==> src/rtl/video_timing_pkg.sv <==
// rtl/video_timing_pkg.sv - shared raster coordinate type, default SVGA timing and RGB pixel struct
package video_timing_pkg;

  typedef logic [11:0] coord_t;

  typedef struct packed {
    logic [7:0] r;
    logic [7:0] g;
    logic [7:0] b;
  } rgb8_t;

  localparam int unsigned DEF_H_ACTIVE = 800;
  localparam int unsigned DEF_H_FP     = 40;
  localparam int unsigned DEF_H_SYNC   = 128;
  localparam int unsigned DEF_H_BP     = 88;
  localparam int unsigned DEF_H_TOTAL  = DEF_H_ACTIVE + DEF_H_FP + DEF_H_SYNC + DEF_H_BP;

  localparam int unsigned DEF_V_ACTIVE = 600;
  localparam int unsigned DEF_V_FP     = 1;
  localparam int unsigned DEF_V_SYNC   = 4;
  localparam int unsigned DEF_V_BP     = 23;
  localparam int unsigned DEF_V_TOTAL  = DEF_V_ACTIVE + DEF_V_FP + DEF_V_SYNC + DEF_V_BP;

endpackage

==> src/rtl/alpha_blend8.sv <==
// rtl/alpha_blend8.sv - one 8-bit colour channel alpha blend, two registered stages
module alpha_blend8
  import video_timing_pkg::*;
(
  input  logic       pxlClk,
  input  logic       rst,
  input  logic [7:0] fg,
  input  logic [7:0] bg,
  input  logic [7:0] a,
  output logic [7:0] out
);

  logic [7:0]  inv_a;
  logic [15:0] prod_fg;
  logic [15:0] prod_bg;
  logic [15:0] sum_q;
  logic [15:0] t;

  // weighted sum never exceeds 255*255, so 16 bits hold it without overflow
  always_comb begin
    inv_a   = 8'd255 - a;
    prod_fg = {8'd0, a} * {8'd0, fg};
    prod_bg = {8'd0, inv_a} * {8'd0, bg};
    t       = sum_q + 16'd128;
  end

  // stage 1 holds the weighted sum, stage 2 the rounded divide-by-255
  always_ff @(posedge pxlClk or negedge rst) begin
    if (!rst) begin
      sum_q <= '0;
      out   <= '0;
    end else begin
      sum_q <= prod_fg + prod_bg;
      out   <= 8'((t + (t >> 8)) >> 8);
    end
  end

endmodule

==> src/rtl/raster_overlay_mixer.sv <==
// rtl/raster_overlay_mixer.sv - raster timing master and overlay alpha mixer; MIXER_FRAME_CNT_EN adds frame_cnt
module raster_overlay_mixer
  import video_timing_pkg::*;
#(
  parameter int unsigned H_ACTIVE = DEF_H_ACTIVE,
  parameter int unsigned H_FP     = DEF_H_FP,
  parameter int unsigned H_SYNC   = DEF_H_SYNC,
  parameter int unsigned H_BP     = DEF_H_BP,
  parameter int unsigned V_ACTIVE = DEF_V_ACTIVE,
  parameter int unsigned V_FP     = DEF_V_FP,
  parameter int unsigned V_SYNC   = DEF_V_SYNC,
  parameter int unsigned V_BP     = DEF_V_BP,
  parameter bit          SYNC_POL = 1'b1,
  parameter int unsigned SRC_LAT  = 0
) (
  input  logic        pxlClk,
  input  logic        rst,
  output logic [11:0] hcnt,
  output logic [11:0] vcnt,
  output logic [11:0] hsize,
  output logic [11:0] vsize,
  input  logic [7:0]  pixel_r_in,
  input  logic [7:0]  pixel_g_in,
  input  logic [7:0]  pixel_b_in,
  input  logic [7:0]  pixel_a_in,
  input  logic [7:0]  bg_r,
  input  logic [7:0]  bg_g,
  input  logic [7:0]  bg_b,
  input  logic        blend_en,
  output logic [7:0]  vid_r,
  output logic [7:0]  vid_g,
  output logic [7:0]  vid_b,
  output logic        vid_hs,
  output logic        vid_vs,
  output logic        vid_de
`ifdef MIXER_FRAME_CNT_EN
  ,
  output logic [15:0] frame_cnt
`endif
);

  localparam int unsigned H_TOTAL = H_ACTIVE + H_FP + H_SYNC + H_BP;
  localparam int unsigned V_TOTAL = V_ACTIVE + V_FP + V_SYNC + V_BP;

  localparam coord_t H_ACT_C  = coord_t'(H_ACTIVE);
  localparam coord_t H_SS_C   = coord_t'(H_ACTIVE + H_FP);
  localparam coord_t H_SE_C   = coord_t'(H_ACTIVE + H_FP + H_SYNC);
  localparam coord_t H_LAST_C = coord_t'(H_TOTAL - 1);
  localparam coord_t V_ACT_C  = coord_t'(V_ACTIVE);
  localparam coord_t V_SS_C   = coord_t'(V_ACTIVE + V_FP);
  localparam coord_t V_SE_C   = coord_t'(V_ACTIVE + V_FP + V_SYNC);
  localparam coord_t V_LAST_C = coord_t'(V_TOTAL - 1);

  typedef struct packed {
    rgb8_t bg;
    logic  de;
    logic  hs;
    logic  vs;
    logic  en;
  } align_t;

  typedef struct packed {
    logic de;
    logic hs;
    logic vs;
  } ctl_t;

  logic   h_wrap;
  logic   v_wrap;
  logic   en_q;
  align_t stage_in;
  align_t aligned;
  ctl_t   ctl1_q;
  ctl_t   ctl2_q;
  logic [7:0] a_eff;
  logic [7:0] blend_r;
  logic [7:0] blend_g;
  logic [7:0] blend_b;

  assign hsize = H_ACT_C;
  assign vsize = V_ACT_C;

  // raster decode for the current position, sync kept active-high until the output
  always_comb begin
    h_wrap         = (hcnt == H_LAST_C);
    v_wrap         = (vcnt == V_LAST_C);
    stage_in.bg.r  = bg_r;
    stage_in.bg.g  = bg_g;
    stage_in.bg.b  = bg_b;
    stage_in.de    = (hcnt < H_ACT_C) && (vcnt < V_ACT_C);
    stage_in.hs    = (hcnt >= H_SS_C) && (hcnt < H_SE_C);
    stage_in.vs    = (vcnt >= V_SS_C) && (vcnt < V_SE_C);
    stage_in.en    = en_q;
  end

  // raster counters; blend_en is only taken at the frame wrap so a frame never tears
  always_ff @(posedge pxlClk or negedge rst) begin
    if (!rst) begin
      hcnt <= '0;
      vcnt <= '0;
      en_q <= 1'b0;
    end else begin
      if (h_wrap) begin
        hcnt <= '0;
        vcnt <= v_wrap ? '0 : vcnt + 12'd1;
      end else begin
        hcnt <= hcnt + 12'd1;
      end
      if (h_wrap && v_wrap) begin
        en_q <= blend_en;
      end
    end
  end

  generate
    if (SRC_LAT == 0) begin : g_no_delay
      assign aligned = stage_in;
    end else begin : g_delay
      align_t dly_q [SRC_LAT];

      // background and timing wait here for the overlay source to return its pixel
      always_ff @(posedge pxlClk or negedge rst) begin
        if (!rst) begin
          for (int i = 0; i < SRC_LAT; i++) begin
            dly_q[i] <= '0;
          end
        end else begin
          dly_q[0] <= stage_in;
          for (int i = 1; i < SRC_LAT; i++) begin
            dly_q[i] <= dly_q[i-1];
          end
        end
      end

      assign aligned = dly_q[SRC_LAT-1];
    end
  endgenerate

  assign a_eff = aligned.en ? pixel_a_in : 8'd0;

  alpha_blend8 u_blend_r (
    .pxlClk (pxlClk),
    .rst    (rst),
    .fg     (pixel_r_in),
    .bg     (aligned.bg.r),
    .a      (a_eff),
    .out    (blend_r)
  );

  alpha_blend8 u_blend_g (
    .pxlClk (pxlClk),
    .rst    (rst),
    .fg     (pixel_g_in),
    .bg     (aligned.bg.g),
    .a      (a_eff),
    .out    (blend_g)
  );

  alpha_blend8 u_blend_b (
    .pxlClk (pxlClk),
    .rst    (rst),
    .fg     (pixel_b_in),
    .bg     (aligned.bg.b),
    .a      (a_eff),
    .out    (blend_b)
  );

  // timing follows the two blend stages so it stays aligned with the mixed pixel
  always_ff @(posedge pxlClk or negedge rst) begin
    if (!rst) begin
      ctl1_q <= '0;
      ctl2_q <= '0;
    end else begin
      ctl1_q <= '{de: aligned.de, hs: aligned.hs, vs: aligned.vs};
      ctl2_q <= ctl1_q;
    end
  end

  assign vid_de = ctl2_q.de;
  assign vid_hs = SYNC_POL ? ctl2_q.hs : ~ctl2_q.hs;
  assign vid_vs = SYNC_POL ? ctl2_q.vs : ~ctl2_q.vs;
  assign vid_r  = ctl2_q.de ? blend_r : 8'd0;
  assign vid_g  = ctl2_q.de ? blend_g : 8'd0;
  assign vid_b  = ctl2_q.de ? blend_b : 8'd0;

`ifdef MIXER_FRAME_CNT_EN
  // completed-frame counter, independent of blend_en
  always_ff @(posedge pxlClk or negedge rst) begin
    if (!rst) begin
      frame_cnt <= '0;
    end else if (h_wrap && v_wrap) begin
      frame_cnt <= frame_cnt + 16'd1;
    end
  end
`endif

endmodule

==> config.mk <==
export PLATFORM = sky130hd
export DESIGN_NAME = raster_overlay_mixer
export DESIGN_NICKNAME = d
export VERILOG_FILES = /design/src/rtl/video_timing_pkg.sv /design/src/rtl/alpha_blend8.sv /design/src/rtl/raster_overlay_mixer.sv
export SDC_FILE = /design/constraint.sdc
export NUM_CORES = 1
export LEC_CHECK = 0
export CAP_MARGIN = 10
export CORE_UTILIZATION = 45
export CTS_CLUSTER_SIZE = 14
export DETAILED_ROUTE_END_ITERATION = 12
export PLACE_DENSITY = 0.63
export SLEW_MARGIN = 10
export SYNTH_ARGS = -nofsm -noshare
export SYNTH_HDL_FRONTEND = slang
export SYNTH_HIERARCHICAL = 1
export SYNTH_SLANG_ARGS = --single-unit
==> constraint.sdc <==
create_clock -name pxlClk -period 5.8 [get_ports pxlClk]
set_clock_uncertainty 0.2 [all_clocks]
set_input_delay 1.16 -clock pxlClk [delete_from_list [all_inputs] [get_ports pxlClk]]
set_output_delay 1.16 -clock pxlClk [all_outputs]
set_load 0.02 [all_outputs]
Word-level counts from Yosys, hierarchy flattened
Index checks and enable logic that the tools add are counted.

Bits in registers: 103. Input port bits: 59. Output and inout bits: 75. Logic and storage cells: 51.

Add/subtract/negate cells: 12. Multipliers: 6. Order comparisons: 6. Eq/ne operators: 2. Mux-type cells: 6. Reduce and logical (&&, ||, !) cells: 4.

Operators by type and width (number): $mul 8x8->16 (6); $add 16x16->16 (3); $add 16x8->16 (3); $add 16x8->16 const B (3); $lt 12x10->1 const B (4); $mux 8 (4); $add 12x1->12 const B (2); $ge 12x10->1 const B (2); $mux 12 (2); $eq 12x10->1 const B (1); $eq 12x11->1 const B (1); $sub 8x8->8 const A (1); $logic_and 1x1->1 (4).

Logic depth before layout (Yosys ltp)
Gate-level depths: netlist of run 1.

Word-level depth: 4. Depth in mapped cells: 22. Mapped depth without buffers: 21.

By module
Netlist of run 1, hierarchy kept.

Modules (own cells, without submodules): alpha_blend8 at u_blend_g (times used 1, cells an instance 596, area an instance 5562.8 um^2); alpha_blend8 at u_blend_b (times used 1, cells an instance 587, area an instance 5541.6 um^2); alpha_blend8 at u_blend_r (times used 1, cells an instance 577, area an instance 5474.0 um^2); raster_overlay_mixer (times used 1, cells an instance 195, area an instance 1859.3 um^2).

Worst setup path before layout of run 1
Ideal clock, no wire load.

Path kind: input to register. Start point: input port pixel_a_in[4]. End point: register u_blend_g.sum_q[15]. Data arrival time: 6551 ps. Required time: 5474 ps. Slack: -1077 ps. Cell stages on the path: 21. Path buffers: 2. Path through: and2_1 -> clkbuf_1 -> nor2b_1 -> fa_1 -> inv_1 -> fa_1 -> inv_1 -> fa_1 -> fa_1 -> fa_1 -> inv_1 -> fa_1 -> inv_1 -> ha_1 -> buf_2 -> a21o_1 -> a31oi_1 -> o21ai_0 -> a31oi_2 -> mux2i_1 -> a221o_1.

Cells in the longest elaborated chain, start to end: 4.

RTL lines: start, declared (RTL line raster_overlay_mixer.sv:25) `input logic [7:0] pixel_a_in,`; $mux 8 (*) (RTL line raster_overlay_mixer.sv:139) `assign a_eff = aligned.en ? pixel_a_in : 8'd0;`; $sub 8x8->8 (RTL line alpha_blend8.sv:21) `inv_a = 8'd255 - a;`; $mul 8x8->16 (RTL line alpha_blend8.sv:23) `prod_bg = {8'd0, inv_a} * {8'd0, bg};`; $add 16x16->16 (*) (RTL line alpha_blend8.sv:33) `sum_q <= prod_fg + prod_bg;`; end signal, assigned (RTL line alpha_blend8.sv:33); end, declared (RTL line alpha_blend8.sv:16) `logic [15:0] sum_q;`.

Every way passes the cells marked *; elsewhere a longest branch is shown, timed or not. A chain may end at the register's enable or synchronous reset.

Worst setup path in the final report of run 1
Start point: input port pixel_a_in[3]. End point: register u_blend_g.sum_q[15].

Cells in the longest elaborated chain, start to end: 4.

RTL lines: $mux 8 (*) (RTL line raster_overlay_mixer.sv:139); via a_eff[3] (RTL line raster_overlay_mixer.sv:75) `logic [7:0] a_eff;`; $sub 8x8->8 (RTL line alpha_blend8.sv:21); $mul 8x8->16 (RTL line alpha_blend8.sv:23); $add 16x16->16 (*) (RTL line alpha_blend8.sv:33).

Mark *: on every way through the listed nets, which the timed path passes. The rest lies on a longest branch.

==> flow_metrics.tcl, run 1 <==
set metrics [dict create \
    setup_ws_ns -0.372 \
    regArea_mm2 0.00258 \
    setup_tns_ns -4.77 \
    drc 0 \
    post_synth_num_cell_types 83 \
    worstMarginPinSlew_ns 1.12 \
    path_buf_inv 6 \
    start_kind "input port" \
    io_pins 134 \
    period_minus_slack_ns 6.17 \
    routedWlPerCell_um 16.3 \
    grt_max_degree 75 \
    finalCritPeriodShare_pct 106 \
    grt_pass1_wl_um 76400 \
    clk_pin_slew_ns 0.07 \
    rows 73 \
    status "complete, but fails checks" \
    p_per_area_mw_per_mm2 432 \
    drtIter0Drc 518 \
    die_h_um 204 \
    initial_utilization_pct 46.0 \
    worstPathMaxFanout 5 \
    endpoint_kind "flip-flop" \
    coreArea_mm2 0.0401 \
    synth_cells 1955 \
    hold_class "flip-flop to flip-flop" \
    cpPeakStageDelay_ns 0.52 \
    vias 14147 \
    track_usage_pct 23.2 \
    slew_headroom_pct 25.0 \
    fillers 3474 \
    drt-vias-per-instance 4.96 \
    cts_tree "built" \
    ys_seq_elements 103 \
    power_mw 10.2 \
    ys_seq_area_share_pct 14.0 \
    clk_latency_ns 0.36 \
    irDropWorstVdd_mv 0.362 \
    antenna_found_initial 0 \
    syn_area_per_cell_um2 9.43 \
    max_freq_mhz 162 \
    drive_above_1_share_pct 22.3 \
    area_delta_synth_final_pct 27.5 \
    dieWidth_um 204 \
    slew_violations 0 \
    die_area_mm2 0.0418 \
    dp_hpwl_um 35000 \
    synth_enable_flop_cells 0 \
    holdBufCountCts 0 \
    numCtsBuffers 9 \
    multi_input_area_mm2 0.0149 \
    final_util_pct 58.6 \
    hold_violations 0 \
    worst_path_dominant_cell_family "adder cells" \
    cts-root-buf "clkbuf_16" \
    cts_sinks 103 \
    grt_overflow_total 0 \
    ys_warn_count 6 \
    path_class "input port to flip-flop" \
    finalSetupViolCount 24 \
    drt_first_pass_iters 5 \
    drt_wl_total_um 46500 \
    diodes 0 \
    leakagePower_nw 11.7 \
    synth_flop_cell "dfrtp_1" \
    cpMostUsedCell "fa_1" \
    rsz0062_at_grt "yes" \
    fin_nets 2884 \
    detail-route-antenna-nets 0 \
    violations "negative setup slack" \
    clock_path_buffers 2 \
    async_flop_share_pct 100 \
    holdWs_ns 0.152 \
    io_buffers 109 \
    crit_chain "buf_8, and2_4, buf_6, and2_4, fa_1, inv_2, fa_2, inv_2, fa_1, fa_1, fa_1, inv_1, fa_1, inv_2, ha_4, a21o_1, a31oi_1, o21ai_1, a31oi_2, mux2i_1, a221o_1" \
    critPathSlowestCell "fa_2" \
    cp.arrival_ns 6.22 \
    cts_max_level 3 \
    first_global_vias 15260 \
    dp_slack_ns -1.15 \
    required_ns 5.85 \
    cap_viol_max_count 0 \
    syn_area_mm2 0.0184 \
    gp_congestion 0.870 \
]
[flip-flops by register name (all words and copies together) (netlist names)]
| name | flops |
|---|---|
| hcnt | 12 |
| vid_vs | 1 |
| vid_de | 1 |
| u_blend_r/out | 8 |
| u_blend_b/out | 8 |
| u_blend_g/out | 8 |
| vid_hs | 1 |
| vcnt | 12 |
| u_blend_b/sum_q | 16 |
| u_blend_g/sum_q | 16 |
| ctl1_q | 3 |
| en_q | 1 |
| u_blend_r/sum_q | 16 |
[where the power goes]
group          switching [mW]  internal, mW
Combinational            4.18          4.17
Sequential              0.191          1.02
Clock                   0.298         0.298
Total                    4.67          5.48
[worst paths after layout]
check / start / endpoint / slack (ns) / cells past startpoint
setup / recovery: pixel_a_in[3] / u_blend_g/sum_q[15]$_DFF_PN0_ / -0.37 / 21
hold / removal: ctl1_q[0]$_DFF_PN0_ / vid_vs$_DFF_PN0_ / 0.15 / 0
setup reg to reg: en_q$_DFFE_PN0P_ / u_blend_g/sum_q[15]$_DFF_PN0_ / -0.28 / 19
hold reg to reg: ctl1_q[0]$_DFF_PN0_ / vid_vs$_DFF_PN0_ / 0.15 / 0
max in group asynchronous: rst / u_blend_b/sum_q[11]$_DFF_PN0_ / 3.71 / 2
min in group asynchronous: rst / u_blend_g/sum_q[1]$_DFF_PN0_ / 0.74 / 1
[logic make-up after synthesis]
kind of cell | Yosys count | synth area share (%)
AO/OA/AOI/OAI | 158 | 6.29
XOR/XNOR | 97 | 4.65
adder cells (fa/ha/maj) | 502 | 45.8
buffers and inverters | 487 | 10.5
flip-flops | 103 | 14.0
multiplexers | 7 | 0.434
other | 5 | 0.102
AND/OR/NAND/NOR | 596 | 18.3
[layer usage]
layer,GRT usage [%],wire length [um]
met5,0,0
met4,8.53,1380
met3,2.25,1630
met2,40.7,23100
met1,29.5,20400
[metrics by stage]
stage,instances,cell area [um^2]
after floorplan,1977,19100
after global placement,2767,22000
after detailed placement,2767,22000
after CTS,2841,23200
after global routing,2853,23500
final,2853,23500
[cells in the mapped netlist, types with 32 or more instances]
cell type | n | area (um^2)
a21oi_1 | 41 | 205
and2_1 | 137 | 857
clkbuf_1 | 32 | 120
dfrtp_1 | 103 | 2580
fa_1 | 288 | 5770
ha_1 | 214 | 2680
inv_1 | 423 | 1590
nand2_1 | 117 | 439
nand2b_1 | 56 | 350
nand3_1 | 39 | 195
nor2_1 | 33 | 124
nor2b_1 | 143 | 895
xnor2_1 | 65 | 569
[worst reg2reg max path: cells and delay by family, from the launching register on]
| family | cells | cell delay (ns) |
|---|---|---|
| flip-flops | 1 | 0.67 |
| adder cells (fa/ha/maj) | 7 | 3.23 |
| buffers and inverters | 4 | 0.29 |
| AND/OR/NAND/NOR | 2 | 0.48 |
| AO/OA/AOI/OAI | 5 | 0.98 |
| multiplexers | 1 | 0.12 |
[cell type report]
class	instances	area share, %
Sequential cell	103	11.0
Clock inverter	6	0.213
Timing Repair Buffer	388	14.8
Tap cell	525	2.79
Clock buffer	10	0.974
Inverter	423	6.76
Multi-Input combinational cell	1398	63.5
[repair_timing]
item / CTS / global route
setup endpoints to repair: 32 / 28
pin swaps: 98 / 38
resized for setup: 218 / 62
setup buffers: 48 / 12
cloned: 11 / 0
[placed cells by master (no fill, tap or decap), types with 13 or more instances in the layout]
| cell | instances |
|---|---|
| clkdlybuf4s50_1 | 57 |
| fa_2 | 15 |
| dfrtp_1 | 102 |
| nor2b_1 | 134 |
| dlygate4sd2_1 | 32 |
| nand2b_1 | 51 |
| ha_4 | 24 |
| xnor2_1 | 61 |
| nand3_1 | 38 |
| a21o_1 | 13 |
| xor2_1 | 31 |
| inv_2 | 21 |
| ha_1 | 187 |
| o21ai_0 | 16 |
| a21oi_1 | 26 |
| a21oi_2 | 18 |
| fa_1 | 273 |
| buf_6 | 51 |
| and2_4 | 38 |
| and2_1 | 110 |
| buf_4 | 219 |
| conb_1 | 27 |
| nand2_1 | 104 |
| nand4_1 | 15 |
| inv_1 | 401 |
| nor2_1 | 30 |
Power figures use the tool's default switching activity.
==> inputs of run 2 (changes only) <==
PLACE_DENSITY = not set   (was 0.63)
PLACE_DENSITY_LB_ADDON = 0.12   (was not set)
==> run 2 against run 1 <==
Critical endpoint is now u_blend_g/sum_q[14]$_DFF_PN0_. Combinational power is 3.5% higher. First-iteration DRC count is 22% higher. Die area stayed put. Via count is 0.47% lower. Core utilization is 1.3 points higher. The run still ends with negative setup slack left. Count of clock-buffer cells in the layout is 1 lower. Maximum frequency is 0.37% lower.
==> flow_metrics.tcl, run 2 (same netlist as run 1, synthesis figures left out) <==
set metrics [dict create \
    status "complete, but fails checks" \
    violations "negative setup slack" \
    grt_pass1_wl_um 77400 \
    diodes 0 \
    track_usage_pct 23.8 \
    initial_utilization_pct 46.0 \
    setup_ws_ns -0.395 \
    slew_violations 0 \
    gp_congestion 0.870 \
    drt_wl_total_um 47900 \
    rows 73 \
    detail-route-antenna-nets 0 \
    drc 0 \
    start_kind "input port" \
    clk_pin_slew_ns 0.08 \
    die_area_mm2 0.0418 \
    reg_top3 "u_blend_b/sum_q x16, u_blend_g/sum_q x16, u_blend_r/sum_q x16" \
    reg2reg_depth 21 \
    critPathSlowestCell "fa_1" \
    drt_first_pass_iters 5 \
    dp_slack_ns -1.17 \
    hold_depth 0 \
    coreArea_mm2 0.0401 \
    period_minus_slack_ns 6.19 \
    cap_viol_max_count 0 \
    holdWs_ns 0.153 \
    grt_max_degree 65 \
    worstMarginPinSlew_ns 0.799 \
    cts_sinks 103 \
    cts_tree "built" \
    vias 14081 \
    cts_max_level 3 \
    hold_violations 0 \
    crit_chain "buf_12, and2_4, buf_12, buf_8, buf_4, nand2b_4, fa_1, inv_2, ha_4, inv_2, fa_1, fa_1, fa_1, fa_1, inv_2, ha_4, inv_2, o31a_1, o2bb2ai_4, o31ai_2, a21oi_1, xnor2_1" \
    numCtsBuffers 9 \
    finalCritPeriodShare_pct 107 \
    first_global_vias 15001 \
    path_class "input port to flip-flop" \
    rsz0062_at_grt "yes" \
    leakagePower_nw 11.9 \
    area_delta_synth_final_pct 30.4 \
    worstPathMaxFanout 7 \
    drive_above_1_share_pct 25.2 \
    endpoint_kind "flip-flop" \
    cpMostUsedCell "fa_1" \
    cts-root-buf "clkbuf_16" \
    slew_headroom_pct 46.8 \
    io_buffers 109 \
    irDropWorstVdd_mv 0.307 \
    finalSetupViolCount 26 \
    drt-vias-per-instance 4.93 \
    fin_nets 2889 \
    antenna_found_initial 1 \
    dieWidth_um 204 \
    io_pins 134 \
    clock_path_buffers 2 \
    p_per_area_mw_per_mm2 435 \
    drtIter0Drc 630 \
    clk_latency_ns 0.35 \
    setup_tns_ns -6.53 \
    grt_overflow_total 0 \
    final_common_cell "inv_1" \
    required_ns 5.84 \
    max_freq_mhz 161 \
    routedWlPerCell_um 16.8 \
    hold_class "flip-flop to flip-flop" \
    final_cell_mix "inv_1, fa_1, buf_4" \
    dp_hpwl_um 35400 \
    rrSetupSlack_ns -0.27 \
    die_h_um 204 \
    cpPeakStageDelay_ns 0.59 \
    cp.arrival_ns 6.23 \
]
==> run 2: cell count changes in the layout (fill, tap and decap cells not counted), sizes merged <==
cell,previous run,this run
clkinvlp,2,0
and2,148,149
clkdlybuf4s15,5,4
clkdlybuf4s50,57,58
clkbuf,16,9
dlymetal6s2s,0,1
dlygate4sd2,32,37
buf,288,292
clkinv,0,3
==> run 2: final timing paths <==
check / endpoint / from
hold reg to reg: vid_de$_DFF_PN0_ / ctl1_q[2]$_DFF_PN0_
setup / recovery: u_blend_g/sum_q[14]$_DFF_PN0_ / pixel_a_in[4]
setup reg to reg: u_blend_g/sum_q[15]$_DFF_PN0_ / en_q$_DFFE_PN0P_
max in group asynchronous: en_q$_DFFE_PN0P_ / rst
min in group asynchronous: hcnt[4]$_DFF_PN0_ / rst
hold / removal: vid_de$_DFF_PN0_ / ctl1_q[2]$_DFF_PN0_
==> run 2: routing by layer <==
metal	track usage (%)	up-vias	share of wire [%]
li1	-	6740	-
met1	31.7	6994	44
met2	40.1	283	49
met3	2.20	64	3.4
met4	9.09	0	3.6
met5	0	-	0
==> run 2: cell type report <==
type	instances	area [um^2]
multi-input combinational	1399	15200
fill	3416	16000
clock buffer	9	225
timing repair buffer	392	3710
inverter	423	1590
clock inverter	7	70.1
sequential	103	2580
tap	525	657
==> run 2: what timing repair did <==
action,in CTS,in global routing
endpoints found under the setup margin,31,29
resized for setup,271,103
gates cloned,13,0
hold buffers,0,0
pin swaps,148,102
setup buffers,64,20
==> run 2: power breakdown <==
part	switching [mW]	internal (mW)	leakage, nW
Combinational	4.30	4.34	10.5
Clock	0.306	0.305	0.147
Sequential	0.187	1.02	1.25
Total	4.79	5.66	11.9
==> run 2: critical path, delay by kind of cell <==
family                     cells  cell delay (ns)
xor gates and xnor gates       1             0.13
and+or+nand+nor                2             0.32
AOI/OAI and AO/OA              4             0.83
adders and majority gates      7             3.09
buffers and inverters          8             0.69
==> run 2: metrics by stage <==
step | area (um^2) | util (%) | total power [mW] | std cells
CTS | 23500 | 58.7 | 10.1 | 2842
finish | 24000 | 60.0 | 10.5 | 2858
floorplan | 19100 | - | 6.37 | 1977
global placement | 21900 | 54.7 | 8.54 | 2752
global route | 24000 | 60.0 | 11.5 | 2858
detailed placement | 21900 | 54.7 | 8.66 | 2752
==> inputs of run 3 (changes only) <==
CORE_ASPECT_RATIO = 0.8   (was not set)
==> run 3 against run 2 <==
The run still ends with negative setup slack left. Register-to-register slack about the same. Final cell count up 0.70%. First-iteration DRC count up 50%. Clock power down 6.7%. Worst hold slack worse by 0.0040 ns. Critical path depth up 1. Maximum frequency up 0.53%. Via count up 0.97%. Power up 2.6%. Sequential share of layout area down 0.067 points. Sequential power about the same. Core utilization up 0.62 points. Critical path type unchanged.
==> flow_metrics.tcl, run 3 (same netlist as run 1, synthesis figures left out) <==
set metrics [dict create \
    rows 65 \
    required_ns 5.82 \
    final_util_pct 60.6 \
    slew_violations 0 \
    cts-root-buf "clkbuf_16" \
    cts_max_level 3 \
    leakagePower_nw 12.0 \
    max_freq_mhz 162 \
    endpoint_kind "flip-flop" \
    drtIter0Drc 943 \
    worstMarginPinSlew_ns 0.778 \
    worstReg2RegEnd "u_blend_g/sum_q[14]$_DFF_PN0_" \
    whs_endpoint "vid_hs$_DFF_PN0_" \
    status "complete, but fails checks" \
    final_cell_mix "inv_1, fa_1, buf_4" \
    rsz0062_at_grt "yes" \
    critPathSlowestCell "fa_1" \
    grt_max_degree 65 \
    drt_first_pass_iters 5 \
    worstPathMaxFanout 5 \
    irDropWorstVdd_mv 0.418 \
    reg2reg_depth 20 \
    die_area_mm2 0.0418 \
    numCtsBuffers 9 \
    detail-route-antenna-nets 0 \
    dp_hpwl_um 36000 \
    finalInstanceArea_mm2 0.0242 \
    period_minus_slack_ns 6.16 \
    violations "negative setup slack" \
    area_delta_synth_final_pct 31.3 \
    dieWidth_um 228 \
    start_kind "input port" \
    clock_path_buffers 2 \
    crit_chain "buf_8, and2_4, buf_8, buf_6, and2_4, fa_1, inv_1, fa_1, inv_1, fa_1, fa_1, fa_1, inv_1, fa_1, inv_2, ha_4, a21o_1, buf_6, a21oi_2, nor2b_1, o21ai_1, o311ai_1, a311oi_1" \
    drt-vias-per-instance 4.94 \
    grt_overflow_total 0 \
    drive_above_1_share_pct 26.3 \
    final_common_cell "inv_1" \
    drc 0 \
    fin_nets 2898 \
    cpMostUsedCell "fa_1" \
    coreArea_mm2 0.0399 \
    gp_congestion 0.847 \
    setup_ws_ns -0.362 \
    clk_pin_slew_ns 0.07 \
    reg_top3 "u_blend_b/sum_q x16, u_blend_g/sum_q x16, u_blend_r/sum_q x16" \
    hold_violations 0 \
    cpPeakStageDelay_ns 0.53 \
    hold_depth 0 \
    path_class "input port to flip-flop" \
    die_h_um 183 \
    io_pins 134 \
    drt_wl_total_um 48200 \
    cp.arrival_ns 6.18 \
    placed_cell_area_mm2 0.0219 \
    grt_pass1_wl_um 78900 \
    routedWlPerCell_um 16.7 \
    finalCritPeriodShare_pct 106 \
    slew_headroom_pct 48.1 \
    rrSetupSlack_ns -0.26 \
    finalSetupViolCount 24 \
    internal_power_mw 5.86 \
    vias 14217 \
    cts_sinks 103 \
    holdCritStartpoint "ctl1_q[1]$_DFF_PN0_" \
    p_switching_mw 4.87 \
    r2r-start "en_q$_DFFE_PN0P_" \
    pwr-share-comb_pct 83.4 \
    initial_utilization_pct 46.2 \
    cts_tree "built" \
    p_per_area_mw_per_mm2 443 \
    io_buffers 109 \
    first_global_vias 15035 \
    switching_share_pct 45.4 \
    seqPwrFrac_pct 11.3 \
    holdBufCountCts 0 \
    clk_latency_ns 0.34 \
    antenna_found_initial 0 \
    clockPowerShare_pct 5.3 \
    hold_class "flip-flop to flip-flop" \
    cap_viol_max_count 0 \
    track_usage_pct 23.8 \
]
run 3: power groups by stage:
stage,clock (mW),sequential (mW),combinational [mW]
2_1_floorplan,0,1.13,5.24
3_3_place_gp,0,1.21,7.34
3_5_place_dp,0,1.22,7.48
4_1_cts,0.590,1.21,8.21
5_1_grt,0.618,1.24,9.89
6_report,0.570,1.21,8.94
run 3: worst max-delay path by stage:
stage	startpoint	endpoint	slack, ns	cells past startpoint
floorplan	pixel_a_in[6]	u_blend_g/sum_q[15]$_DFF_PN0_	-0.48	21
global placement	pixel_a_in[4]	u_blend_g/sum_q[14]$_DFF_PN0_	-1.13	22
detailed placement	pixel_a_in[6]	u_blend_b/sum_q[14]$_DFF_PN0_	-1.19	17
CTS	pixel_a_in[6]	u_blend_g/sum_q[15]$_DFF_PN0_	-0.34	22
global route	pixel_a_in[6]	u_blend_g/sum_q[13]$_DFF_PN0_	-0.50	23
finish	pixel_a_in[6]	u_blend_g/sum_q[13]$_DFF_PN0_	-0.36	23
run 3: stage by stage:
stage / TNS (ns) / cells / power [mW] / setup slack, ns / hold WS [ns]
2_1_floorplan: -6.08 / 1977 / 6.37 / -0.481 / 0.131
3_3_place_gp: -29.08 / 2764 / 8.55 / -1.13 / 0.133
3_5_place_dp: -30.93 / 2764 / 8.70 / -1.19 / 0.135
4_1_cts: -5.11 / 2860 / 10.0 / -0.339 / 0.150
5_1_grt: -8.20 / 2877 / 11.8 / -0.500 / 0.155
6_report: -5.60 / 2878 / 10.7 / -0.362 / 0.149
run 3: timing repair:
item | in CTS | in global routing
endpoints found under the setup margin | 32 | 28
gates resized for setup | 248 | 145
setup buffers | 74 | 20
gates cloned | 12 | 0
pin swaps | 120 | 124
run 3: critical path, delay by kind of cell:
family / cells / cell delay, ns
adder cells (fa/ha/maj): 7 / 3.15
AO/OA/AOI/OAI: 5 / 0.83
buffers and inverters: 8 / 0.69
AND/OR/NAND/NOR: 3 / 0.35
run 3: layer usage:
metal / track usage, % / share of wire (%)
met1: 33.8 / 47
met2: 39.1 / 46
met3: 2.97 / 4.9
met4: 4.70 / 1.5
met5: 0 / 0
run 3: area by class of cell:
type | count | area (um^2)
clock inverters | 6 | 55.1
well taps | 536 | 671
diodes | 1 | 2.50
multi-input cells | 1396 | 15200
repair buffers | 404 | 3830
flip-flops and latches | 103 | 2580
fillers | 3438 | 15700
clock buffers | 9 | 225
inverters | 423 | 1590
